`src/rtl/fir_decim_requant_if.sv`:
```
// Valid/ready bundle between the FIR output stage and its surroundings.
// The slave modport is the decimator/requantiser side; the master modport
// is the side that supplies filtered samples and consumes results.
interface fir_decim_requant_if #(
    parameter int IN_W       = 16,
    parameter int OUT_W      = 8,
    parameter int FIFO_DEPTH = 4
);
    localparam int LVL_W = $clog2(FIFO_DEPTH) + 1;

    logic             in_valid;
    logic [IN_W-1:0]  in_data;
    logic             out_valid;
    logic             out_ready;
    logic [OUT_W-1:0] out_data;
    logic [LVL_W-1:0] fifo_level;
    logic             overflow;

    modport master (
        output in_valid, in_data, out_ready,
        input  out_valid, out_data, fifo_level, overflow
    );

    modport slave (
        input  in_valid, in_data, out_ready,
        output out_valid, out_data, fifo_level, overflow
    );
endinterface

```
`src/rtl/fir_decim_requant.sv`:
```
// FIR output stage: decimates the filtered stream by DECIM, requantises to
// OUT_W bits with round-half-up and unsigned saturation, and buffers the
// results in a first-word-fall-through FIFO toward the consumer.
// Optional feature macro: DECIM_AVG_EN -- when defined, each output is the
// boxcar sum of DECIM consecutive valid samples instead of the phase-0 sample.
module fir_decim_requant #(
    parameter int DECIM      = 4,
    parameter int SHIFT      = 2,
    parameter int IN_W       = 16,
    parameter int OUT_W      = 8,
    parameter int FIFO_DEPTH = 4
) (
    input  logic               clk,
    input  logic               rst_n,
    fir_decim_requant_if.slave bus
);
    localparam int PH_W  = $clog2(DECIM);
    localparam int PTR_W = $clog2(FIFO_DEPTH);
    localparam int LVL_W = PTR_W + 1;

`ifdef DECIM_AVG_EN
    localparam int ACC_W     = IN_W + $clog2(DECIM);
    localparam int TOT_SHIFT = SHIFT + $clog2(DECIM);
`else
    localparam int ACC_W     = IN_W;
    localparam int TOT_SHIFT = SHIFT;
`endif

    localparam logic [ACC_W:0]   ROUND_ADD = (ACC_W+1)'(1) << (TOT_SHIFT - 1);
    localparam logic [ACC_W:0]   OUT_MAX   = (ACC_W+1)'((2**OUT_W) - 1);
    localparam logic [PH_W-1:0]  PH_LAST   = PH_W'(DECIM - 1);
    localparam logic [LVL_W-1:0] LVL_FULL  = LVL_W'(FIFO_DEPTH);

    // Round half up with one guard bit so the addition never wraps, then
    // clamp anything above the output range to all-ones.
    function automatic logic [OUT_W-1:0] requant(input logic [ACC_W-1:0] x);
        logic [ACC_W:0] r;
        r = ({1'b0, x} + ROUND_ADD) >> TOT_SHIFT;
        if (r > OUT_MAX) begin
            requant = OUT_MAX[OUT_W-1:0];
        end else begin
            requant = r[OUT_W-1:0];
        end
    endfunction

    logic [PH_W-1:0]  phase_q, phase_d;
    logic             stageValid_q, stageValid_d;
    logic [OUT_W-1:0] stageData_q, stageData_d;
    logic [PTR_W-1:0] rdPtr_q, rdPtr_d;
    logic [PTR_W-1:0] wrPtr_q, wrPtr_d;
    logic [LVL_W-1:0] level_q, level_d;
    logic             overflow_q, overflow_d;
    logic [OUT_W-1:0] last_q, last_d;
    logic [OUT_W-1:0] mem_q [FIFO_DEPTH];

    logic             emit;
    logic [OUT_W-1:0] emitValue;
    logic             pop;
    logic             full;
    logic             pushOk;

`ifdef DECIM_AVG_EN
    logic [ACC_W-1:0] acc_q, acc_d;
    logic [ACC_W-1:0] sumNow;

    // Boxcar accumulator: restarts with the phase-0 sample and emits the
    // full group sum on the last phase of the group.
    always_comb begin
        sumNow    = (phase_q == '0) ? ACC_W'(bus.in_data) : acc_q + ACC_W'(bus.in_data);
        acc_d     = bus.in_valid ? sumNow : acc_q;
        emit      = bus.in_valid && (phase_q == PH_LAST);
        emitValue = requant(sumNow);
    end

    // Accumulator register, emptied on reset so a fresh group starts clean.
    always_ff @(posedge clk) begin
        if (!rst_n) begin
            acc_q <= '0;
        end else begin
            acc_q <= acc_d;
        end
    end
`else
    // Select mode: only the phase-0 sample of each group survives.
    always_comb begin
        emit      = bus.in_valid && (phase_q == '0);
        emitValue = requant(bus.in_data);
    end
`endif

    // Next-state for the phase counter, stage register and FIFO bookkeeping.
    // A full FIFO still accepts a push when the head is leaving that cycle.
    always_comb begin
        phase_d = phase_q;
        if (bus.in_valid) begin
            phase_d = (phase_q == PH_LAST) ? '0 : phase_q + PH_W'(1);
        end

        stageValid_d = emit;
        stageData_d  = emit ? emitValue : stageData_q;

        pop    = (level_q != '0) && bus.out_ready;
        full   = (level_q == LVL_FULL);
        pushOk = stageValid_q && (!full || pop);

        rdPtr_d    = pop    ? rdPtr_q + PTR_W'(1) : rdPtr_q;
        wrPtr_d    = pushOk ? wrPtr_q + PTR_W'(1) : wrPtr_q;
        last_d     = pop    ? mem_q[rdPtr_q]      : last_q;
        overflow_d = overflow_q || (stageValid_q && full && !pop);

        level_d = level_q;
        if (pushOk && !pop) begin
            level_d = level_q + LVL_W'(1);
        end else if (pop && !pushOk) begin
            level_d = level_q - LVL_W'(1);
        end
    end

    // Control registers; reset discards the in-flight stage value and the
    // whole FIFO, and restarts the decimation phase at zero.
    always_ff @(posedge clk) begin
        if (!rst_n) begin
            phase_q      <= '0;
            stageValid_q <= 1'b0;
            stageData_q  <= '0;
            rdPtr_q      <= '0;
            wrPtr_q      <= '0;
            level_q      <= '0;
            overflow_q   <= 1'b0;
            last_q       <= '0;
        end else begin
            phase_q      <= phase_d;
            stageValid_q <= stageValid_d;
            stageData_q  <= stageData_d;
            rdPtr_q      <= rdPtr_d;
            wrPtr_q      <= wrPtr_d;
            level_q      <= level_d;
            overflow_q   <= overflow_d;
            last_q       <= last_d;
        end
    end

    // FIFO storage; contents need no reset because the level gates every read.
    always_ff @(posedge clk) begin
        if (rst_n && pushOk) begin
            mem_q[wrPtr_q] <= stageData_q;
        end
    end

    assign bus.out_valid  = (level_q != '0);
    assign bus.out_data   = (level_q != '0) ? mem_q[rdPtr_q] : last_q;
    assign bus.fifo_level = level_q;
    assign bus.overflow   = overflow_q;
endmodule

```
`src/flat_wrapper.sv`:
```
// flat-port wrapper written by rule: the top's interface ports become plain ports
module fir_decim_requant_flat 
#(
    parameter int DECIM      = 4,
    parameter int SHIFT      = 2,
    parameter int IN_W       = 16,
    parameter int OUT_W      = 8,
    parameter int FIFO_DEPTH = 4
)
  (clk, rst_n, bus_in_valid, bus_in_data, bus_out_ready, bus_out_valid, bus_out_data, bus_fifo_level, bus_overflow);
  fir_decim_requant_if #(.IN_W(IN_W), .OUT_W(OUT_W), .FIFO_DEPTH(FIFO_DEPTH)) bus_i ();
  input  logic clk;
  input  logic rst_n;
  input wire logic [$bits(bus_i.in_valid)-1:0] bus_in_valid;
  input wire logic [$bits(bus_i.in_data)-1:0] bus_in_data;
  input wire logic [$bits(bus_i.out_ready)-1:0] bus_out_ready;
  output wire logic [$bits(bus_i.out_valid)-1:0] bus_out_valid;
  output wire logic [$bits(bus_i.out_data)-1:0] bus_out_data;
  output wire logic [$bits(bus_i.fifo_level)-1:0] bus_fifo_level;
  output wire logic [$bits(bus_i.overflow)-1:0] bus_overflow;
  assign bus_i.in_valid = bus_in_valid;
  assign bus_i.in_data = bus_in_data;
  assign bus_i.out_ready = bus_out_ready;
  assign bus_out_valid = bus_i.out_valid;
  assign bus_out_data = bus_i.out_data;
  assign bus_fifo_level = bus_i.fifo_level;
  assign bus_overflow = bus_i.overflow;
  fir_decim_requant #(.DECIM(DECIM), .SHIFT(SHIFT), .IN_W(IN_W), .OUT_W(OUT_W), .FIFO_DEPTH(FIFO_DEPTH)) u_core (.clk(clk), .rst_n(rst_n), .bus(bus_i));
endmodule
```
`config.mk`:
```
export PLATFORM = sky130hd
export DESIGN_NAME = fir_decim_requant_flat
export DESIGN_NICKNAME = d
export VERILOG_FILES = /design/src/rtl/fir_decim_requant_if.sv /design/src/rtl/fir_decim_requant.sv /design/src/flat_wrapper.sv
export SDC_FILE = /design/constraint.sdc
export NUM_CORES = 1
export LEC_CHECK = 0
export BUFFER_PORTS_ARGS = -buffer_cell sky130_fd_sc_hd__buf_2
export CAP_MARGIN = 20
export CORE_AREA = 10 10 79 81
export CTS_BUF_LIST = sky130_fd_sc_hd__clkbuf_4
export DETAILED_ROUTE_END_ITERATION = 8
export DIE_AREA = 0 0 89 91
export PLACE_DENSITY = 0.75
export SLEW_MARGIN = 20
export SYNTH_ARGS = -nofsm -noshare
export SYNTH_HDL_FRONTEND = slang
export SYNTH_SLANG_ARGS = --single-unit
```
`constraint.sdc`:
```
create_clock -name clk -period 3.25 [get_ports clk]
set_input_delay 0.65 -clock clk [delete_from_list [all_inputs] [get_ports clk]]
set_output_delay 0.65 -clock clk [all_outputs]
set_load 0.1 [all_outputs]
```
==> results.txt <==
The flow ran to the end, and the final reports show no timing, DRC or antenna violations. The average vias per placed instance was 5.47. The clock skew was 0.0175 ns.

The count of vias placed by the detailed router is 1,636, and the initial cell density of the core is 58.0%. Excluding fillers, the count of instances in the completed layout stands at 299. The critical path in this run is classified as reg -> out. The post-synthesis instance area is 0.00270 mm^2. Clock tree synthesis selected as its root buffer the cell clkbuf_4.

The cell count after placement was 283. Across all setup checks in the final design, the least slack found is 0.358 ns. The finished cells cover 0.00298 mm^2. The worst hold slack was 0.452 ns; the area growth from synthesis to final layout was 10.3%. After detailed routing, the number of remaining DRC violations is 0. The tools report the number of global-route vias before repair as 1,718. Leading cell type in the layout, fill and taps excluded: edfxtp_1. The final layout contains routed wiring with a total length of 4.43 mm. The synthesized design contains 61 register bits.

Global routing finished with a remaining overflow of 0. In the final design database the tool counted 269 nets. In this run the tightest slew margin relative to its limit is 64.4%. Routability-driven placement finished with a final weighted congestion of 0.682. Walking the worst path, the cells encountered are mux4_2 -> mux2_2 -> buf_2.

The number of max-cap violations was 0. The logs give 42.8% for the combinational share of power and 4 for the number of optimization iterations in the first detailed-route pass. Initial antenna violation count: 0.

The insertion delay of the later-clocked pin in the worst-skew pair is 0.40 ns, and the upper clock frequency limit is 346 MHz. TritonCTS created 9 clock buffers. The tools report the count of hold-fix buffers inserted at cts as 0.

Data arrives at the worst endpoint at 2.24 ns. The floorplan step defined a die boundary enclosing 0.00810 mm^2. For the pin with the worst max-slew slack, the measured transition is 0.533 ns. The worst ir drop on vdd is 0.000505 V. In the synthesized netlist the dominant register cell turns out to be edfxtp_1. The path class of the tightest hold or removal check is reg -> reg. During synthesis, Yosys emitted a total of 0 warnings. The number of nets handed over by synthesis was 236. The post-placement setup slack is 0.653 ns, and the period utilization is 89.0%. Setup repair after global routing left no endpoint under its margin. The core region area came out at 0.00466 mm^2. Setup violations remaining at the end of the flow were counted as 0. In this run switching power makes up 45.1% of total power.

Maximum root-to-sink buffer count: 2. In the final layout, the share of cells above drive strength 1 is 28.6%. The number of buffers added on ports came out at 31. The height of the die was 91 um.

The floorplan step set the die width to 89 um. In this run, post-CTS repair resized a total of 0 instances. The proportion of synthesized flip-flops having asynchronous set or reset came out at 0%.

Internal power summed over all cells: 1.36 mW. The count of endpoints failing hold in the final timing report was 0. The post-detailed-placement half-perimeter wirelength was 3.05 mm. After routing, the total negative slack on setup checks comes to 0 ns. In the final routed layout, each cell accounts on average for 14.8 um. After filler insertion, the fill cell instance count of the layout stands at 378. Synthesis produced a netlist whose cell count is 207. The slowest stage of the critical path belongs to the cell dfxtp_1. Pin count of the biggest net entering global routing: 33. For the worst setup path, the data required time is 2.60 ns. The worst path needs 2.89 ns of the cycle, external delays included. TritonCTS built the clock tree.

In this run the post-CTS setup repair buffer count came out at 0. In the final layout, flip-flops and latches occupy 0.00154 mm^2. For this design the total switching power over the nets is 1.11 mW.

In this run the worst path has a maximum fanout of 8. In this run, synthesis inferred 32 flip-flops with an integrated enable. The share of the Yosys chip area taken by registers is 57.1%. The power per cell area works out to 829 mW/mm^2. The library cells used most frequently in the layout, excluding fill and tap cells, are edfxtp_1 (32), buf_2 (31), dfxtp_1 (29). The DRC marker count from the first detailed-route iteration was 57. The count of antenna diodes in the layout came out at 0. For the max-slew violation count, the log shows 0. The first global-routing pass estimated 7.79 mm of wire. After clock tree synthesis, the clock-pin slew on the worst setup and hold paths is 0.09 ns. The floorplan has 25 rows. In this run, distinct cell masters in the synthesized netlist total 37.

The analysis attributes to cell leakage a power of 1.13 nW. The kind of start point of the critical path is a flip-flop. Per report_power, the sequential group accounts for 39.7% of the total. In the global route stage, overall resource usage came out at 12.4%. The largest single stage delay on the critical path is 0.67 ns. The instance area at placement came out at 0.00287 mm^2. The run gives 0 as the number of antenna-violating nets in the routed design.

The sort of element at the end of the critical path was a primary output. Averaged over all synthesized cells, the footprint is 13.0 um^2. The part of the total power dissipated in the clock network was 17.4%; the clock sink count was 61. The run gives 3 as the H-tree depth. The combined area of the multi-input logic cells came out at 0.00107 mm^2. The boundary pin count was 33.
[stage by stage]
stage               utilization [%]  power [mW]
floorplan                         -        1.93
global placement               61.6        2.05
detailed placement             61.6        2.06
CTS                            63.9        2.49
global route                   63.9        2.60
finish                         63.9        2.47
[critical path: cells and delay by family, from the launching register on]
kind | cells | cell delay (ns)
buf+inv | 1 | 0.29
flops | 1 | 0.67
mux | 2 | 0.89
[power groups by stage]
stage          sequential (mW)  combinational [mW]  clock, mW
5_1_grt                   1.00                1.12      0.481
6_report                 0.981                1.06      0.431
2_1_floorplan             1.03               0.893          0
4_1_cts                  0.985                1.07      0.441
3_5_place_dp              1.00                1.06          0
3_3_place_gp             0.999                1.06          0
[synthesized netlist by cell type (all sizes together) (6+ instances only)]
master   n  area, um^2
nor2b    8        50.1
dfxtp   29         581
nand2   20        75.1
inv      8        30.0
a21boi   9        67.6
mux4     8         180
xnor2    9        78.8
mux2     8        90.1
o21ai   10        50.1
ha       8         100
a31oi    8        56.3
nor2     6        22.5
edfxtp  32         961
[final timing paths]
path	start	endpoint	slack, ns	cells past startpoint
max reg2reg	u_core.bus.fifo_level[0]	u_core.bus.fifo_level[2]	0.89	8
min reg2reg	u_core.last_q[6]	u_core.last_q[6]	0.45	2
max	flip-flop	bus_out_data[2]	0.36	3
min	u_core.last_q[6]	u_core.last_q[6]	0.45	2
[cell families after synthesis]
kind of cell | synth area share, %
multiplexers | 12.0
flip-flops | 57.1
buffers and inverters | 3.15
AO/OA/AOI/OAI | 7.97
AND/OR/NAND/NOR | 11.5
adder cells (fa/ha/maj) | 4.45
XOR/XNOR | 3.89
[layout make-up]
cell class / count / area share (%)
multi-input cells: 129 / 36.1
repair buffers: 31 / 5.21
clock inverters: 3 / 0.462
well taps: 54 / 2.27
clock buffers: 13 / 3.27
flip-flops and latches: 61 / 51.7
inverters: 8 / 1.01
[registers in the layout, indices dropped and copies added, names as in the netlist, named ones only]
register               count
u_core.last_q              8
u_core.bus.fifo_level      3
u_core.stageData_q         8
u_core.rdPtr_q             2
u_core.bus.overflow        1
u_core.phase_q             2
u_core.wrPtr_q             2
u_core.mem_q              32
u_core.stageValid_q        1
[metal layers]
layer	track usage, %	up-vias	wire length [um]
li1	-	822	-
met1	14.9	752	2030
met2	18.4	50	2000
met3	4.38	12	270
met4	7.96	0	135
met5	0	-	0
Note: power is estimated with default switching activity, not from simulation.
